`src/rtl/aes_key_schedule_seq.sv`:
```
// -----------------------------------------------------------------------------
// aes_key_schedule_seq
//
// Sequential AES-256 key-schedule engine. One 256-bit cipher key is accepted,
// then expanded into the 15 round keys rk0..rk14. The engine performs one
// expansion step per clock cycle, so it needs 7 steps. It stores the round keys
// and serves them by round index, which lets a decipher datapath walk
// rk14 down to rk0.
//
// Ports
//   clk         single clock, rising edge
//   rst         synchronous, active-high reset
//   key_in      256-bit cipher key; key_in[255:248] is key byte 0
//   key_valid   key_in valid
//   key_ready   engine idle, a key can be accepted
//   busy        expansion in progress
//   done        one-cycle pulse when all 15 round keys are stored
//   keys_valid  round-key store holds a complete, consistent schedule
//   rd_idx      round index 0..14; values above 14 read as zero
//   rd_key      rk[rd_idx], available RD_LATENCY cycles after rd_idx
//
// Parameter
//   RD_LATENCY  0 = combinational read, 1 = registered read
//
// Optional feature
//   AES_KEYSCHED_ZEROIZE_EN: when defined, rst and every accept wipe the
//   round-key store and the work register. When undefined, those registers
//   have no reset and keep their old contents.
// -----------------------------------------------------------------------------
module aes_key_schedule_seq #(
   parameter int RD_LATENCY = 1
) (
   input  logic         clk,
   input  logic         rst,
   input  logic [255:0] key_in,
   input  logic         key_valid,
   output logic         key_ready,
   output logic         busy,
   output logic         done,
   output logic         keys_valid,
   input  logic [3:0]   rd_idx,
   output logic [127:0] rd_key
);

   // AES forward S-box. Entry 0 is in the most significant byte.
   localparam logic [2047:0] SBOX = {
      128'h637c777bf26b6fc53001672bfed7ab76, 128'hca82c97dfa5947f0add4a2af9ca472c0,
      128'hb7fd9326363ff7cc34a5e5f171d83115, 128'h04c723c31896059a071280e2eb27b275,
      128'h09832c1a1b6e5aa0523bd6b329e32f84, 128'h53d100ed20fcb15b6acbbe394a4c58cf,
      128'hd0efaafb434d338545f9027f503c9fa8, 128'h51a3408f929d38f5bcb6da2110fff3d2,
      128'hcd0c13ec5f974417c4a77e3d645d1973, 128'h60814fdc222a908846eeb814de5e0bdb,
      128'he0323a0a4906245cc2d3ac629195e479, 128'he7c8376d8dd54ea96c56f4ea657aae08,
      128'hba78252e1ca6b4c6e8dd741f4bbd8b8a, 128'h703eb5664803f60e613557b986c11d9e,
      128'he1f8981169d98e949b1e87e9ce5528df, 128'h8ca1890dbfe6426841992d0fb054bb16
   };

   function automatic logic [7:0] sbox_f(input logic [7:0] x);
      return SBOX[2047 - 8 * int'(x) -: 8];
   endfunction

   typedef enum logic [1:0] {S_IDLE, S_EXPAND, S_DONE} state_t;

   state_t        state_q, state_d;
   logic [2:0]    step_q, step_d;
   logic          keys_valid_q, keys_valid_d;
   logic [255:0]  w_q, w_d, w_next;
   logic [127:0]  rk_q [0:14];
   logic [127:0]  rk_d [0:14];
   logic          accept, expand_en;
   logic [3:0]    hi_idx, lo_idx;

   assign key_ready  = (state_q == S_IDLE);
   assign busy       = (state_q == S_EXPAND);
   assign done       = (state_q == S_DONE);
   assign keys_valid = keys_valid_q;

   // Reset takes priority over an accept or a step on the same edge, so the
   // store is never written while rst is high.
   assign accept    = key_valid && key_ready && !rst;
   assign expand_en = (state_q == S_EXPAND) && !rst;

   // ---------------------------------------------------------------------
   // One expansion step on the eight-word work register W (w0 = W[255:224]).
   // Bytes 0..3 of the S-box bank serve SubWord(RotWord(w7)) and bytes 4..7
   // serve SubWord(w3'). Each byte position is a separate lookup.
   // ---------------------------------------------------------------------
   logic [31:0] rot_w7, sub_rot, sub_n3, rcon_word;
   logic [31:0] n0, n1, n2, n3, n4, n5, n6, n7;

   assign rot_w7    = {w_q[23:0], w_q[31:24]};
   assign rcon_word = {8'h01 << step_q, 24'h000000};

   genvar gi;
   generate
      for (gi = 0; gi < 4; gi++) begin : g_sbox
         assign sub_rot[8*gi +: 8] = sbox_f(rot_w7[8*gi +: 8]);
         assign sub_n3[8*gi +: 8]  = sbox_f(n3[8*gi +: 8]);
      end
   endgenerate

   assign n0 = w_q[255:224] ^ sub_rot ^ rcon_word;
   assign n1 = w_q[223:192] ^ n0;
   assign n2 = w_q[191:160] ^ n1;
   assign n3 = w_q[159:128] ^ n2;
   assign n4 = w_q[127:96]  ^ sub_n3;
   assign n5 = w_q[95:64]   ^ n4;
   assign n6 = w_q[63:32]   ^ n5;
   assign n7 = w_q[31:0]    ^ n6;
   assign w_next = {n0, n1, n2, n3, n4, n5, n6, n7};

   // Step s writes rk[2s+2] and rk[2s+3].
   assign hi_idx = {step_q, 1'b0} + 4'd2;
   assign lo_idx = {step_q, 1'b0} + 4'd3;

   // ---------------------------------------------------------------------
   // Control FSM
   // ---------------------------------------------------------------------
   always_comb begin
      state_d      = state_q;
      step_d       = step_q;
      keys_valid_d = keys_valid_q;
      case (state_q)
         S_IDLE: begin
            if (accept) begin
               state_d      = S_EXPAND;
               step_d       = 3'd0;
               keys_valid_d = 1'b0;
            end
         end
         S_EXPAND: begin
            if (step_q == 3'd6) begin
               state_d      = S_DONE;
               step_d       = 3'd0;
               keys_valid_d = 1'b1;
            end else begin
               step_d = step_q + 3'd1;
            end
         end
         S_DONE:  state_d = S_IDLE;
         default: state_d = S_IDLE;
      endcase
   end

   always_ff @(posedge clk) begin
      if (rst) begin
         state_q      <= S_IDLE;
         step_q       <= 3'd0;
         keys_valid_q <= 1'b0;
      end else begin
         state_q      <= state_d;
         step_q       <= step_d;
         keys_valid_q <= keys_valid_d;
      end
   end

   // ---------------------------------------------------------------------
   // Work register and round-key store
   // ---------------------------------------------------------------------
   always_comb begin
      rk_d = rk_q;
      w_d  = w_q;
`ifdef AES_KEYSCHED_ZEROIZE_EN
      if (accept) begin
         for (int i = 0; i < 15; i++) rk_d[i] = '0;
         w_d = '0;
      end
`endif
      if (accept) begin
         rk_d[0] = key_in[255:128];
         rk_d[1] = key_in[127:0];
         w_d     = key_in;
      end else if (expand_en) begin
         w_d          = w_next;
         rk_d[hi_idx] = w_next[255:128];
         // The last step's lower half would be rk15, which does not exist.
         if (step_q != 3'd6) rk_d[lo_idx] = w_next[127:0];
      end
   end

`ifdef AES_KEYSCHED_ZEROIZE_EN
   always_ff @(posedge clk) begin
      if (rst) begin
         for (int i = 0; i < 15; i++) rk_q[i] <= '0;
         w_q <= '0;
      end else begin
         rk_q <= rk_d;
         w_q  <= w_d;
      end
   end
`else
   always_ff @(posedge clk) begin
      rk_q <= rk_d;
      w_q  <= w_d;
   end
`endif

   // ---------------------------------------------------------------------
   // Read port. It is independent of the FSM, so reads during an expansion
   // may return stale keys.
   // ---------------------------------------------------------------------
   logic [127:0] rd_sel;
   assign rd_sel = (rd_idx <= 4'd14) ? rk_q[rd_idx] : '0;

   generate
      if (RD_LATENCY == 0) begin : g_rd_comb
         assign rd_key = rd_sel;
      end else begin : g_rd_reg
         logic [127:0] rd_key_q;
         always_ff @(posedge clk) begin
            if (rst) rd_key_q <= '0;
            else     rd_key_q <= rd_sel;
         end
         assign rd_key = rd_key_q;
      end
   endgenerate

endmodule
```
`config.mk`:
```
export PLATFORM = sky130hd
export DESIGN_NAME = aes_key_schedule_seq
export DESIGN_NICKNAME = d
export VERILOG_FILES = /design/src/rtl/aes_key_schedule_seq.sv
export SDC_FILE = /design/constraint.sdc
export NUM_CORES = 2
export LEC_CHECK = 0
export CAP_MARGIN = 5
export CORE_MARGIN = 4
export CORE_UTILIZATION = 50
export DETAILED_ROUTE_END_ITERATION = 10
export PLACE_DENSITY = 0.67
export SETUP_SLACK_MARGIN = 0.15
export SLEW_MARGIN = 20
export SYNTH_ARGS = -nofsm -noshare
export SYNTH_HDL_FRONTEND = slang
export SYNTH_SLANG_ARGS = --single-unit
```
`constraint.sdc`:
```
create_clock -name clk -period 27.1 [get_ports clk]
set_input_delay 5.42 -clock clk [delete_from_list [all_inputs] [get_ports clk]]
set_output_delay 5.42 -clock clk [all_outputs]
set_load 0.01 [all_outputs]
```
Yosys cells after proc, flatten, opt, wreduce, memory -nomap -nowiden
Index checks and enable logic that the tools add are counted.
{"block": "totals", "regBits": 2310, "input_bits": 263, "output_inout_bits": 132, "word_cells": 103}
{"block": "classes", "add_sub_neg": 11, "n_lt_le_gt_ge": 6, "eq_ne": 6, "n_shift": 9, "n_mux": 23, "bitwise_logic": 14, "n_reduce_logical": 14}
{"op": "$shiftx 2055x12->8 const A", "count": 8}
{"op": "$bwmux 1920", "count": 2}
{"op": "$mux 1920", "count": 2}
{"op": "$demux 128 s4", "count": 2}
{"op": "$mux 256", "count": 3}
{"op": "$bmux 128 s4", "count": 1}
{"op": "$mux 128", "count": 4}
{"op": "$xor 32x32->32", "count": 9}
{"op": "$sub 11x11->12 const A", "count": 8}
{"op": "$ge 5x5->1 const B", "count": 3}
{"op": "$not 4->5", "count": 3}
{"op": "$lt 5x1->1 const B", "count": 2}
{"op": "$add 4x2->4 const B", "count": 2}
{"op": "$shl 1x3->8 const A", "count": 1}
{"op": "$mux 3", "count": 2}
{"op": "$pmux 3 s2", "count": 1}
{"op": "$reduce_and 2->1", "count": 3}
{"op": "$logic_and 1x1->1", "count": 5}
{"op": "$le 4x4->1 const B", "count": 1}
{"op": "$mux 2", "count": 2}
{"op": "$ne 2x1->1 const B", "count": 2}
{"op": "$pmux 2 s2", "count": 1}
{"op": "$reduce_bool 2->1", "count": 2}
{"op": "$add 3x1->3 const B", "count": 1}
{"op": "other kinds (11)", "count": 13}

Logic depth before layout (Yosys ltp)
{"block": "logic_depth", "depth_word": 17, "depth_mapped": 31, "depth_no_buf": 23}

Worst setup path after synthesis
No wires, ideal clock.
{"block": "synth_timing", "path_kind": "in2reg", "from": "input rst", "to": "register rk_q[640] (netlist bit), enable pin", "setup_time_ns": 0.772, "arrival_ns": 14.598, "required_ns": 26.328, "path_slack_ns": 11.730, "path_stages": 4, "n_path_buf": 1, "path_cell_list": "clkbuf_1 > nor2_1 > nand3_1 > nor3_1"}
{"block": "synth_via", "elab_chain_cells": 4, "elab_cells_between_ends": 5, "classes_between": "bitwise (1); reduce/logical (4)"}
{"element": "start, declared", "line_no": "34", "text": "input logic rst,"}
{"element": "$logic_not 1->1 *", "line_no": "79, 80"}
{"element": "$logic_and 1x1->1", "line_no": "79", "text": "assign accept = key_valid && key_ready && !rst;"}
{"element": "$not 1->1 (no source line)"}
{"element": "$reduce_and 2->1 (no source line) *"}
{"element": "end signal, assigned", "line_no": "192", "text": "rk_q <= rk_d;"}
{"element": "end, declared", "line_no": "67", "text": "logic [127:0] rk_q [0:14];"}
Mark *: on every way between the ends. The rest lies on a longest branch, timed or not.
A chain may end at the register's enable or synchronous reset.

Worst setup path in the final report
{"block": "layout_timing", "from": "register w_q[24]", "to": "register w_q[4], data pin"}
{"block": "layout_via", "elab_chain_cells": 15}
{"element": "start, declared", "line_no": "66", "text": "logic [255:0] w_q, w_d, w_next;"}
{"element": "start signal, assigned", "line_no": "193", "text": "w_q <= w_d;"}
{"element": "$sub 11x11->12", "line_no": "58", "text": "return SBOX[2047 - 8 * int'(x) -: 8];"}
{"element": "$shiftx 2055x12->8", "line_no": "58"}
{"element": "$xor 32x32->32 (2 in series)", "line_no": "101", "text": "assign n0 = w_q[255:224] ^ sub_rot ^ rcon_word;"}
{"element": "$xor 32x32->32", "line_no": "102", "text": "assign n1 = w_q[223:192] ^ n0;"}
{"element": "$xor 32x32->32", "line_no": "103", "text": "assign n2 = w_q[191:160] ^ n1;"}
{"element": "$xor 32x32->32", "line_no": "104", "text": "assign n3 = w_q[159:128] ^ n2;"}
{"element": "$sub 11x11->12", "line_no": "58"}
{"element": "$shiftx 2055x12->8", "line_no": "58"}
{"element": "$xor 32x32->32", "line_no": "105", "text": "assign n4 = w_q[127:96] ^ sub_n3;"}
{"element": "$xor 32x32->32", "line_no": "106", "text": "assign n5 = w_q[95:64] ^ n4;"}
{"element": "$xor 32x32->32", "line_no": "107", "text": "assign n6 = w_q[63:32] ^ n5;"}
{"element": "$xor 32x32->32", "line_no": "108", "text": "assign n7 = w_q[31:0] ^ n6;"}
{"element": "$mux 256", "line_no": "172", "text": "end else if (expand_en) begin"}
{"element": "$mux 256", "line_no": "168", "text": "if (accept) begin"}
{"element": "via w_d[4]", "line_no": "66"}
The timed path passes the listed nets, and every way through them passes these cells. The select of a mux whose other input is x is not followed.

==> reports/qor.log <==
INFO  worst_hold_path min_from=keys_valid$_SDFFE_PP0P_
INFO  worst_setup_path crit_required=27830ps
INFO  synth          synth_top_area_frac=0.5378
INFO  sta            hold_viol=0
INFO  drt            vias_per_cell=7.110
INFO  cells_and_area multi_input_comb_area=0.04898mm2
INFO  sta            setup_viol=0
INFO  sta            fin_tns_setup=0ps
INFO  clock_network  cts_tree=done
INFO  cells_and_area design.final.nets=10000
INFO  worst_setup_path worst_reg2reg_path_startpoint=w_q[24]$_DFFE_PP_
INFO  synth          synth.mux.area_fraction=0.1263
INFO  global_routing grt_antenna_before_repair=52
INFO  placed_design  gp_congestion=1.008
INFO  synth          synth_area_leaders=sky130_fd_sc_hd__edfxtp_1, sky130_fd_sc_hd__mux4_2, sky130_fd_sc_hd__o21ai_0, sky130_fd_sc_hd__nand2_1, sky130_fd_sc_hd__dfxtp_1
INFO  placed_design  portBuffers=394
INFO  worst_setup_path end_kind=register
INFO  floorplan      die_x=500.9um
INFO  global_routing grt_pass1_wl=688.2mm
INFO  clock_network  cts_inserted_buffers=227
INFO  synth          synth_common_cells=sky130_fd_sc_hd__edfxtp_1, sky130_fd_sc_hd__nand2_1, sky130_fd_sc_hd__o21ai_0
INFO  sta            slew_headroom=0.06347
INFO  placed_design  dpl.hpwl=320.6mm
INFO  global_routing globalRouteOverflowTotal=0
INFO  synth          yosys.area_share.adder=0.01215
INFO  placed_design  pre_cts_setup_slack=16580ps
INFO  sta            tightest_slew=1405ps
INFO  drt            drt_drc_violations_left=0
INFO  floorplan      ioPinCount=395
INFO  synth          synth_edf_count=2176
INFO  drt            antenna_left=0
INFO  cells_and_area final_cell_area=0.1361mm2
INFO  cells_and_area areaGrowthSynthToFinish=12.05%
INFO  synth          post-synth-top-count-cell=sky130_fd_sc_hd__edfxtp_1
INFO  synth          synthFlopType=sky130_fd_sc_hd__edfxtp_1
INFO  global_routing gr-usage-all-layers=0.3818
INFO  sta            grt_setup_unrepaired=no
INFO  sta            fin_skew=104.8ps
INFO  outcome        run_status=completed
INFO  clock_network  clock_insertion_delay_worst_skew=940ps
INFO  sta            report.final.slew_viol_count=0
INFO  synth          post_synth_cell_types=122
INFO  clock_network  postcts_setup_bufs=0
INFO  synth          synth_xor_xnor_area_share=0.03369
INFO  worst_setup_path worst-setup-path-type=register to register
INFO  floorplan      coreArea=0.2412mm2
INFO  worst_setup_path crit_path_slowest_cell=sky130_fd_sc_hd__xor2_1
INFO  synth          fraction_of_synthesis_flops_using_an_asynchronous_set_or_reset_pin=0
INFO  floorplan      overall_die_area=0.2509mm2
INFO  synth          netlist_area=0.1215mm2
INFO  clock_network  cts.htree.levels=4
INFO  worst_setup_path crit_start=w_q[24]$_DFFE_PP_
INFO  drt            routed-via-count=92730
INFO  worst_setup_path path_cells=buf_4, inv_1, ha_1, nor2b_1, o31ai_1, o21ai_0, o311ai_0, a32oi_1, xor3_1, buf_4, ha_1, inv_1, nor2_1, o311ai_0, a41oi_1, a32oi_1, xnor2_1, xor2_1, xnor2_1, o21ai_0
INFO  cells_and_area ratio_of_cells_with_drive_above_1_in_the_final_layout=0.1455
INFO  synth          dominant_combinational_cell_family_by_area_after_synthesis=compound AO/OA/AOI/OAI gates
INFO  synth          synthesis.area_per_instance=12.70um2
INFO  clock_network  cts.repair.resized=0
INFO  worst_hold_path holdCritPathClass=register to register
INFO  drt            drtPass1Iterations=7
INFO  run            maxCapViolations=0
INFO  floorplan      placement_rows=180
INFO  drt            first_iter_violations=15720
INFO  floorplan      die_height=500.9um
INFO  synth          share_of_the_synthesized_area_in_compound_gates_ao_oa_aoi_oai=0.1295
INFO  floorplan      initial_core_util=0.5037
INFO  global_routing pin_count_of_the_biggest_net_entering_global_routing=162
INFO  sta            postLayoutSetupSlackWorst=17350ps
INFO  placed_design  post_dp_cell_area=0.1281mm2
INFO  synth          synth_simple_gate_area_share=0.09898
INFO  clock_network  ctsRootBufferMaster=sky130_fd_sc_hd__clkbuf_16
INFO  sta            fmaxAchievable=102.6MHz
INFO  synth          synth-seq-area-share=0.5599
INFO  synth          synth_warnings=0
INFO  worst_setup_path critical_path.startpoint_type=register
INFO  sta            timing.final.crit_share=0.3597
INFO  clock_network  cts.reportedPaths.clkPinSlew=60ps
INFO  clock_network  numClockSinks=2310
INFO  synth          netlist_instances=9565
INFO  clock_network  cts_max_path_buffers=3
INFO  synth          syn_nets=9946
INFO  cells_and_area sequential_cell_area_in_the_final_layout=0.06803mm2
INFO  worst_setup_path timing.critical_path.slowest_cell_delay=940ps
INFO  drt            detail_route.wirelength=489.7mm
INFO  cells_and_area fillCellCount=19410
INFO  sta            layout_min_cycle_time=9747ps
INFO  drt            route.detailed.wl_per_inst=37.55um
INFO  worst_setup_path critical_path.max_fanout=37
INFO  synth          synth_top_area_cell=sky130_fd_sc_hd__edfxtp_1
INFO  global_routing grt_pass1_vias=88410
INFO  synth          yosys_register_bits=2310
INFO  worst_setup_path arrival=10480ps
INFO  clock_network  cts_hold_repair.buffers=0
[per-stage QoR]
| stage | cells | util | hold WS (ps) |
|---|---|---|---|
| global placement | 12580 | 0.5310 | 490.8 |
| CTS | 13010 | 0.5639 | 517.6 |
| detailed placement | 12580 | 0.5312 | 510.4 |
| global route | 13040 | 0.5643 | 529.3 |
| finish | 13040 | 0.5644 | 517.1 |
| floorplan | 9565 | - | 498.9 |
[worst max-delay path, delay by kind of cell (launching register included)]
kind | cells | cell delay, ps
compound gates | 8 | 2350
xor+xnor | 4 | 2250
fa+ha+maj | 2 | 1430
buf+inv | 4 | 1690
flops | 1 | 320
simple gates | 2 | 1480
[per-layer routing]
metal	part of all wire	wire (um)	GRT usage	vias to the layer above
met5	0.00028	139	0.0009647	-
met4	0.056	27450	0.1794	20
met3	0.12	59920	0.08970	1198
met2	0.44	215900	0.5691	7270
met1	0.38	186300	0.5320	46990
li1	-	-	-	37250
[layout by cell type (no fill, tap or decap), types with 118 or more instances in the layout]
cell type,count
sky130_fd_sc_hd__a21oi_1,419
sky130_fd_sc_hd__a31oi_1,118
sky130_fd_sc_hd__and2_1,152
sky130_fd_sc_hd__buf_4,253
sky130_fd_sc_hd__clkbuf_16,227
sky130_fd_sc_hd__clkdlybuf4s50_1,390
sky130_fd_sc_hd__dfxtp_1,134
sky130_fd_sc_hd__edfxtp_1,2176
sky130_fd_sc_hd__ha_1,118
sky130_fd_sc_hd__inv_1,219
sky130_fd_sc_hd__mux2i_1,215
sky130_fd_sc_hd__mux4_2,569
sky130_fd_sc_hd__nand2_1,742
sky130_fd_sc_hd__nand3_1,204
sky130_fd_sc_hd__nor2_1,521
sky130_fd_sc_hd__nor2b_1,235
sky130_fd_sc_hd__nor3_1,211
sky130_fd_sc_hd__o21ai_0,696
sky130_fd_sc_hd__xnor2_1,210
sky130_fd_sc_hd__xor2_1,118
[logic make-up after synthesis]
group	Yosys count
xor gates and xnor gates	396
AOI/OAI and AO/OA	2348
muxes	817
adders and majority gates	118
buffers and inverters	1098
DFF	2310
and+or+nand+nor	2478
[flip-flops by register name (all words and copies together), names as in the netlist]
register,flops
keys_valid,1
rd_key,128
rk_q,1920
state_q,2
step_q,3
w_q,256
[worst paths after layout]
check	depth (start not counted)	slack [ps]	endpoint
worst min register to register	2	520	keys_valid$_SDFFE_PP0P_
worst min-delay path	2	520	keys_valid$_SDFFE_PP0P_
worst max register to register	20	17350	w_q[4]$_DFFE_PP_
worst max-delay path	20	17350	w_q[4]$_DFFE_PP_
[final cells by class]
type                            instances  share of cell area
Tap cell                             3185             0.02927
Clock inverter                        127             0.01232
Clock buffer                          306             0.04552
Antenna cell                           30           0.0005515
Sequential cell                      2310              0.4997
Multi-Input combinational cell       6157              0.3598
Timing Repair Buffer                  662             0.04538
Inverter                              265            0.007445
Power is left out: the tool's default activity adds up to more than one toggle a clock period on the data nets, which glitch-free logic cannot reach.
